## config.mk

```make
export PLATFORM = sky130hd
export DESIGN_NAME = pwm_button_conditioner
export DESIGN_NICKNAME = d
export VERILOG_FILES = /design/src/rtl/pwm_button_conditioner.sv
export SDC_FILE = /design/constraint.sdc
export NUM_CORES = 1
export LEC_CHECK = 0
export ABC_AREA = 1
export CAP_MARGIN = 20
export CELL_PAD_IN_SITES_DETAIL_PLACEMENT = 2
export CELL_PAD_IN_SITES_GLOBAL_PLACEMENT = 2
export CORE_MARGIN = 5
export CORE_UTILIZATION = 30
export DETAILED_ROUTE_END_ITERATION = 8
export GPL_TIMING_DRIVEN = 0
export PLACE_DENSITY = 0.77
export SLEW_MARGIN = 10
export SYNTH_ARGS = -nofsm -noshare
export SYNTH_HDL_FRONTEND = slang
export SYNTH_SLANG_ARGS = --single-unit
```

## constraint.sdc

```tcl
create_clock -name clk -period 2.1 [get_ports clk]
set_input_delay 0.42 -clock clk [delete_from_list [all_inputs] [get_ports clk]]
set_output_delay 0.42 -clock clk [all_outputs]
set_load 0.03 [all_outputs]
```

## src/rtl/pwm_button_conditioner.sv

```systemverilog
// pwm_button_conditioner
// Conditions the raw duty-up / duty-down push buttons for the PWM generator.
// Each button is synchronised, debounced and edge-detected into single-cycle
// xu / xd step pulses. A pulse only goes out while its button is the sole
// button held.
// Optional feature: define PWM_BTN_AUTOREPEAT_EN to build the auto-repeat
// timer, which emits a steady pulse train while a button stays held.
// Without it, each debounced press gives exactly one pulse.

module pwm_button_conditioner #(
    parameter int DEBOUNCE_CYCLES = 4,
    parameter int REPEAT_DELAY    = 20,
    parameter int REPEAT_RATE     = 8
) (
    input  logic clk,
    input  logic rst,
    input  logic ena,
    input  logic btn_up,
    input  logic btn_dn,
    output logic xu,
    output logic xd
);

    localparam int CNT_W = $clog2(DEBOUNCE_CYCLES + 1);
    localparam logic [CNT_W-1:0] CNT_LAST = CNT_W'(DEBOUNCE_CYCLES - 1);

    // Index 0 is the up button, index 1 is the down button.
    logic [1:0] raw;
    logic [1:0] s1;
    logic [1:0] s2;
    logic [1:0] stable;
    logic [1:0] stable_d;
    logic [1:0][CNT_W-1:0] cnt;
    logic [1:0] press;
    logic [1:0] sole;
    logic [1:0] rep_hit;
    logic [1:0] pulse;

    assign raw = {btn_dn, btn_up};

    // Two-flop synchroniser for the asynchronous button levels
    always_ff @(posedge clk or posedge rst) begin
        if (rst) begin
            s1 <= '0;
            s2 <= '0;
        end else begin
            s1 <= raw;
            s2 <= s1;
        end
    end

    // Debounce: stable flips only after DEBOUNCE_CYCLES consecutive disagreeing samples
    always_ff @(posedge clk or posedge rst) begin
        if (rst) begin
            stable <= '0;
            cnt    <= '0;
        end else begin
            for (int i = 0; i < 2; i++) begin
                if (s2[i] == stable[i]) begin
                    cnt[i] <= '0;
                end else if (cnt[i] == CNT_LAST) begin
                    stable[i] <= ~stable[i];
                    cnt[i]    <= '0;
                end else begin
                    cnt[i] <= cnt[i] + 1'b1;
                end
            end
        end
    end

    // Previous stable level, used to find the rising (press) edge
    always_ff @(posedge clk or posedge rst) begin
        if (rst) begin
            stable_d <= '0;
        end else begin
            stable_d <= stable;
        end
    end

    assign press = stable & ~stable_d;
    assign sole  = stable & ~{stable[0], stable[1]};

`ifdef PWM_BTN_AUTOREPEAT_EN

    localparam int REP_MAX = (REPEAT_DELAY > REPEAT_RATE) ? REPEAT_DELAY : REPEAT_RATE;
    localparam int TMR_W   = $clog2(REP_MAX + 1);
    localparam logic [TMR_W-1:0] DELAY_LAST = TMR_W'(REPEAT_DELAY - 1);
    localparam logic [TMR_W-1:0] RATE_LAST  = TMR_W'(REPEAT_RATE - 1);

    typedef enum logic {
        PH_DELAY = 1'b0,
        PH_RATE  = 1'b1
    } phase_t;

    phase_t phase     [2];
    phase_t phase_nxt [2];
    logic [1:0][TMR_W-1:0] tmr;
    logic [1:0][TMR_W-1:0] tmr_nxt;

    // Repeat phase and timer registers
    always_ff @(posedge clk or posedge rst) begin
        if (rst) begin
            tmr      <= '0;
            phase[0] <= PH_DELAY;
            phase[1] <= PH_DELAY;
        end else begin
            tmr      <= tmr_nxt;
            phase[0] <= phase_nxt[0];
            phase[1] <= phase_nxt[1];
        end
    end

    // Repeat next-state: count while sole-held and enabled, fire on the
    // cycle the timer would reach the delay (first repeat) or the rate
    always_comb begin
        tmr_nxt      = tmr;
        phase_nxt[0] = phase[0];
        phase_nxt[1] = phase[1];
        rep_hit      = '0;
        for (int i = 0; i < 2; i++) begin
            if (!ena || !sole[i]) begin
                tmr_nxt[i]   = '0;
                phase_nxt[i] = PH_DELAY;
            end else if (press[i]) begin
                tmr_nxt[i]   = '0;
                phase_nxt[i] = PH_DELAY;
            end else if ((phase[i] == PH_DELAY && tmr[i] == DELAY_LAST) ||
                         (phase[i] == PH_RATE  && tmr[i] == RATE_LAST)) begin
                rep_hit[i]   = 1'b1;
                tmr_nxt[i]   = '0;
                phase_nxt[i] = PH_RATE;
            end else begin
                tmr_nxt[i] = tmr[i] + 1'b1;
            end
        end
    end

`else

    assign rep_hit = '0;

`endif

    // Sole-held gating makes the two pulses mutually exclusive
    assign pulse = {2{ena}} & sole & (press | rep_hit);

    // Registered step pulses to the generator
    always_ff @(posedge clk or posedge rst) begin
        if (rst) begin
            xu <= 1'b0;
            xd <= 1'b0;
        end else begin
            xu <= pulse[0];
            xd <= pulse[1];
        end
    end

endmodule

```

* After elaboration in Yosys (flattened, before gate mapping) *
Cells that the tools add are included.

word-level totals
  register bits = 16
  latch bits = 0
  bits in writable memories = 0
  ROM bits = 0
  bits of input ports = 5
  output and inout bits = 2
  logic and storage cells = 31
  memories kept = 0

cells by class
  add/subtract/negate cells = 2
  $mul = 0
  divide/modulo/power cells = 0
  magnitude comparators = 0
  equal/unequal tests = 4
  shift-type cells = 0
  muxes and demuxes = 4
  bitwise operators = 10
  reduce and logical (&&, ||, !) cells = 2

operator list
  operator                                                               count
  3-bit 2-to-1 mux                                                       4
  2-bit bitwise AND                                                      4
  3-bit by 1-bit adder with 3-bit output, second input constant          2
  3-bit by 2-bit equality test with 1-bit output, second input constant  2
  1-bit inverter                                                         4
  2-bit inverter                                                         2
  2-bit AND reduction                                                    2
  1-bit equality test                                                    2

* Longest topological paths before layout *
Gate-level depths: netlist of run 1.

  depth in word-level cells = 4
  depth in mapped cells = 4
  gate-level depth less buffers = 4

* Worst setup path before layout of run 1 *
Ideal clock, no wire load.

  path kind = register to output
  start point = reg xd
  end point = out xd
  arrival = 0.467 ns
  data required time = 1.680 ns
  slack = 1.213 ns
  stages on the path, launching flop included = 1
  buffers on the path = 0
  cell sequence = dfrtp_1

RTL lines
  what                    line  RTL
  start, declared         21    output logic xd
  start signal, assigned  154   xd <= pulse[1];

No word-level cell between the ends.

* Final worst setup path of run 1 *
  start point = reg xd
  end point = out xd

No word-level cell between the ends.

==> results of run 1 <==
-- power groups by stage --
stage               clock network (uW)  registers [uW]  logic [uW]
floorplan                            0             444         132
global route                       175             446         232
global placement                     0             440         191
CTS                                163             439         206
finish                             155             436         199
detailed placement                   0             446         203
-- area by class of cell --
type | count | area (sq um) | area share
clock buffers | 3 | 22.5 | 0.0318
multi-input cells | 32 | 150 | 0.212
repair buffers | 6 | 60.1 | 0.0848
inverters | 11 | 41.3 | 0.0583
well taps | 27 | 33.8 | 0.0477
flip-flops and latches | 16 | 400 | 0.565
-- routing by layer --
metal,global-route usage,part of all wire,vias up
li1,-,-,195
met1,0.105,0.47,193
met2,0.127,0.47,8
met3,0.0191,0.047,2
met4,0.0622,0.019,0
met5,0,0,-
-- synthesized netlist by cell type --
cell type  instances
inv_1             10
nand2_2            3
dfrtp_1           16
nand3_1            2
ha_1               2
nor2_1             6
inv_2              1
nor3_1             2
nand2_1           17
-- logic make-up after synthesis --
family	after synthesis	share of synthesized area
flops	16	0.677
simple gates	30	0.211
fa+ha+maj	2	0.0423
buf+inv	11	0.0698
-- worst paths after layout --
path,to,slack (ns),cells past startpoint
min in group asynchronous,s1[0]$_DFF_PP0_,0.49,2
max reg2reg,cnt[4]$_DFF_PP0_,1.11,4
min,s2[0]$_DFF_PP0_,0.36,0
max,xd,0.41,1
min reg2reg,s2[0]$_DFF_PP0_,0.36,0
max in group asynchronous,stable_d[1]$_DFF_PP0_,1.22,2
-- per-stage QoR --
stage | total power (uW) | instance area [sq um]
3_3_place_gp | 631 | 686
3_5_place_dp | 648 | 686
4_1_cts | 808 | 708
2_1_floorplan | 576 | 592
6_report | 790 | 708
5_1_grt | 852 | 708
-- registers in the layout (all words and copies together), names as in the netlist --
name	cells
xu	1
stable_d	2
xd	1
stable	2
cnt	6
s2	2
s1	2
==> impl_metrics.env, run 1 <==
export IMPL_p_sw_uw=256
export IMPL_crit_slowest_cell="clkdlybuf4s50_1"
export IMPL_hold_viol=0
export IMPL_cp_start_kind="flop"
export IMPL_grt_max_degree=17
export IMPL_chipWidth_microns=54.4
export IMPL_grt_pass1_vias=439
export IMPL_final_cells=95
export IMPL_period_needed_ns=1.69
export IMPL_ys_top_cells_by_area="dfrtp_1 (68%), nand2_1 (11%), inv_1 (6.3%), ha_1 (4.2%), nor2_1 (3.8%)"
export IMPL_gp_congestion=0.681
export IMPL_status="complete, no violations"
export IMPL_fill_cells=224
export IMPL_fmax_mhz=591
export IMPL_worstHoldPathType="reg -> reg"
export IMPL_clkSinkCount=16
export IMPL_rows=16
export IMPL_dieHeight_microns=54.4
export IMPL_ios=7
export IMPL_max_stage_delay_ns=0.66
export IMPL_dieArea_sq_um=2960
export IMPL_hp_start="s1[0]$_DFF_PP0_"
export IMPL_drc=0
export IMPL_postCtsSetupBuffers=0
export IMPL_sw_frac_of_total=0.325
export IMPL_ctsResizeCount=0
export IMPL_peakVddDrop_mv=0.358
export IMPL_initial_core_util=0.308
export IMPL_first_iter_violations=1
export IMPL_ys_types=9
export IMPL_cp_startpoint="xd$_DFF_PP0_"
export IMPL_cp_num_buf_inv=1
export IMPL_avgSynthCellArea_sq_um=10.0
export IMPL_overflow=0
export IMPL_io_buffers=6
export IMPL_antenna_diode_count=0
export IMPL_dr_pass1_iters=2
export IMPL_slew_headroom=0.608
export IMPL_yosysTopAreaCell="dfrtp_1"
export IMPL_synthCells=59
export IMPL_antenna_found_initial=0
export IMPL_yosysSeqAreaShare=0.677
export IMPL_synth_area_sq_um=592
export IMPL_layout_drive_gt1_share=0.103
export IMPL_routed_wl_microns=989
export IMPL_worstPathArrival_ns=1.27
export IMPL_maxSlewViolCount=0
export IMPL_cts_root_buf="clkbuf_4"
export IMPL_syn2layout_area_growth_pct=19.7
export IMPL_path_max_fanout=1
export IMPL_r2r_start="cnt[3]$_DFF_PP0_"
export IMPL_ys_ff_latch=16
export IMPL_seqPwrFrac=0.552
export IMPL_setup_violations=0
export IMPL_max_cap_viol_count=0
export IMPL_synth_nets=66
export IMPL_setup_ws_ns=0.409
export IMPL_power_leakage_uw=0.000359
export IMPL_worstMarginPinSlew_ns=0.588
export IMPL_yosys_warnings=0
export IMPL_detail_route_vias_per_cell=4.19
export IMPL_crit_type="reg -> out"
export IMPL_grt_pass1_wl_mm=1.76
export IMPL_dp_cells=92
export IMPL_synth_top_area_frac=0.677
export IMPL_power_share_clock=0.196
export IMPL_num_vias=398
export IMPL_power_internal_uw=534
export IMPL_wire_per_inst_microns=10.4
export IMPL_numCtsBuffers=3
export IMPL_coreArea_sq_um=1920
export IMPL_path_clk_slew_ns=0.09
export IMPL_cts_tree="yes"
export IMPL_required_ns=1.68
export IMPL_crit_family="buffers and inverters"
export IMPL_end_kind="output pin"
export IMPL_rsz0062_at_grt="no"
export IMPL_post_route_util=0.368
export IMPL_grtUsageTotal=0.0846
export IMPL_clock_latency_ns=0.28
export IMPL_cts_max_level=1
export IMPL_path_cells="clkdlybuf4s50_1"
export IMPL_cts_buffer_depth=2
export IMPL_fin_crit_sh=0.805
export IMPL_p_comb_frac=0.251
export IMPL_cts_hold_buf=0
export IMPL_layout_common_cells="nand2_1 (17), dfrtp_1 (16), inv_1 (10)"
export IMPL_pre_cts_slack_ns=0.708
export IMPL_holdWs_ns=0.356
export IMPL_antenna_left=0
export IMPL_layout_commonest_cell="nand2_1"
export IMPL_nNetsFinal=77
export IMPL_tns_ns=0
export IMPL_hpwl_microns=763
export IMPL_finClkSkew_ns=0.00732
export IMPL_cellPowerDensity_nw_per_um2=1120
No activity file was read; power rests on OpenSTA's default activity.
==> run 2: changes to the inputs <==
--- a/config.mk
+++ b/config.mk
@@ -10,7 +10,7 @@
 export CELL_PAD_IN_SITES_DETAIL_PLACEMENT = 2
 export CELL_PAD_IN_SITES_GLOBAL_PLACEMENT = 2
 export CORE_MARGIN = 5
-export CORE_UTILIZATION = 30
+export CORE_UTILIZATION = 29
 export DETAILED_ROUTE_END_ITERATION = 8
 export GPL_TIMING_DRIVEN = 0
 export PLACE_DENSITY = 0.77
==> constraint.sdc (replaced) <==
create_clock -name clk -period 1.4 [get_ports clk]
set_input_delay 0.28 -clock clk [delete_from_list [all_inputs] [get_ports clk]]
set_output_delay 0.28 -clock clk [all_outputs]
set_load 0.03 [all_outputs]
==> run 2 against run 1 <==
Largest power group unchanged. Critical path depth stayed put. Hold slack worse by 0.0039 ns. Critical endpoint is now xu. Total power is 58% higher. Cell count is 1.1% higher.
==> impl_metrics.env, run 2 (synthesis results as in run 1) <==
export IMPL_fill_cells=237
export IMPL_syn2layout_area_growth_pct=21.6
export IMPL_drc=0
export IMPL_path_clk_slew_ns=0.09
export IMPL_crit_slowest_cell="dlygate4sd2_1"
export IMPL_period_needed_ns=1.29
export IMPL_nNetsFinal=77
export IMPL_fin_area_sq_um=719
export IMPL_cts_tree="yes"
export IMPL_largest_reg_flops=6
export IMPL_p_comb_frac=0.233
export IMPL_maxSlewViolCount=0
export IMPL_hpwl_microns=814
export IMPL_max_cap_viol_count=0
export IMPL_dieArea_sq_um=3040
export IMPL_grtUsageTotal=0.105
export IMPL_rows=16
export IMPL_cp_start_kind="flop"
export IMPL_worstPathArrival_ns=1.01
export IMPL_end_kind="output pin"
export IMPL_numCtsBuffers=3
export IMPL_wire_per_inst_microns=11.6
export IMPL_grt_pass1_wl_mm=2.07
export IMPL_required_ns=1.12
export IMPL_finClkSkew_ns=0.000937
export IMPL_path_max_fanout=1
export IMPL_max_stage_delay_ns=0.39
export IMPL_regArea_sq_um=400
export IMPL_layout_drive_gt1_share=0.116
export IMPL_chipWidth_microns=55.2
export IMPL_grt_pass1_vias=475
export IMPL_crit_family="buffers and inverters"
export IMPL_power_share_clock=0.242
export IMPL_ios=7
export IMPL_p_sw_uw=397
export IMPL_cellPowerDensity_nw_per_um2=1730
export IMPL_setup_ws_ns=0.113
export IMPL_routed_wl_mm=1.12
export IMPL_slew_headroom=0.601
export IMPL_initial_core_util=0.302
export IMPL_rsz0062_at_grt="no"
export IMPL_dieHeight_microns=55.2
export IMPL_peakVddDrop_mv=0.566
export IMPL_rrSetupSlack_ns=0.41
export IMPL_detail_route_vias_per_cell=4.35
export IMPL_power_leakage_uw=0.000375
export IMPL_gp_congestion=0.677
export IMPL_path_cells="dlygate4sd2_1"
export IMPL_antenna_left=0
export IMPL_cp_num_buf_inv=1
export IMPL_multi_input_area_sq_um=150
export IMPL_tns_ns=0
export IMPL_clkSinkCount=16
export IMPL_fmax_mhz=777
export IMPL_antenna_diode_count=0
export IMPL_clock_latency_ns=0.28
export IMPL_antenna_found_initial=0
export IMPL_regMostFlops="cnt"
export IMPL_num_vias=418
export IMPL_io_buffers=6
export IMPL_grt_max_degree=17
export IMPL_dpl_cell_area_sq_um=686
export IMPL_setup_violations=0
export IMPL_seqPwrFrac=0.524
export IMPL_first_iter_violations=2
export IMPL_sw_frac_of_total=0.318
export IMPL_fin_crit_sh=0.919
export IMPL_crit_type="reg -> out"
export IMPL_cts_buffer_depth=2
export IMPL_coreArea_sq_um=1960
export IMPL_holdWs_ns=0.353
export IMPL_layout_common_cells="nand2_1 (17), dfrtp_1 (16), inv_1 (10)"
export IMPL_dr_pass1_iters=2
export IMPL_power_internal_uw=850
export IMPL_worstMarginPinSlew_ns=0.598
export IMPL_overflow=0
export IMPL_hold_viol=0
export IMPL_pre_cts_slack_ns=0.142
export IMPL_status="complete, no violations"
export IMPL_worstHoldPathType="in -> async"
export IMPL_layout_commonest_cell="nand2_1"
export IMPL_cts_root_buf="clkbuf_4"
export IMPL_cts_max_level=1
## run 2: changes by cell type in the layout (fill, tap and decap cells not counted)
cell / before / now
dlygate4sd2_1: 0 / 2
clkbuf_8: 0 / 1
clkdlybuf4s50_1: 6 / 4
## run 2: stage by stage
step	cells	power, uW	utilization
2_1_floorplan	59	864	-
3_3_place_gp	92	945	0.349
3_5_place_dp	92	975	0.349
4_1_cts	96	1290	0.367
5_1_grt	96	1360	0.367
6_report	96	1250	0.367
## run 2: worst register-to-register path: cells and delay by family (launching register included)
family | cells | cell delay [ns]
flops | 1 | 0.39
simple gates | 3 | 0.30
fa+ha+maj | 1 | 0.23
## run 2: worst paths after layout
path,depth (start not counted),endpoint,startpoint
hold reg to reg,0,s2[0]$_DFF_PP0_,s1[0]$_DFF_PP0_
hold / removal,2,s1[0]$_DFF_PP0_,rst
min in group clk,0,s2[0]$_DFF_PP0_,s1[0]$_DFF_PP0_
max in group asynchronous,2,cnt[2]$_DFF_PP0_,rst
setup / recovery,1,xu,xu$_DFF_PP0_
setup reg to reg,4,cnt[3]$_DFF_PP0_,cnt[3]$_DFF_PP0_
## run 2: layout make-up
class,count,area share
Timing Repair Buffer,6,0.0800
Inverter,11,0.0574
Sequential cell,16,0.557
Tap cell,27,0.0470
Multi-Input combinational cell,32,0.209
Clock buffer,4,0.0504
## run 2: what timing repair did
action                                  4_1_cts  5_1_grt
resized for setup                             2        0
hold buffers                                  0        0
endpoints found under the setup margin        2        0
hold endpoints to repair                      0        0
buffers inserted                              0        0
## run 2: routing by layer
metal,part of all wire,global-route usage
met1,0.42,0.110
met2,0.50,0.171
met3,0.034,0.0161
met4,0.045,0.109
met5,0,0
## run 2: power groups by stage
stage	sequential, uW	clock (uW)	combinational [uW]
global route	674	347	341
floorplan	666	0	198
finish	654	302	291
CTS	657	325	304
detailed placement	666	0	309
global placement	659	0	286
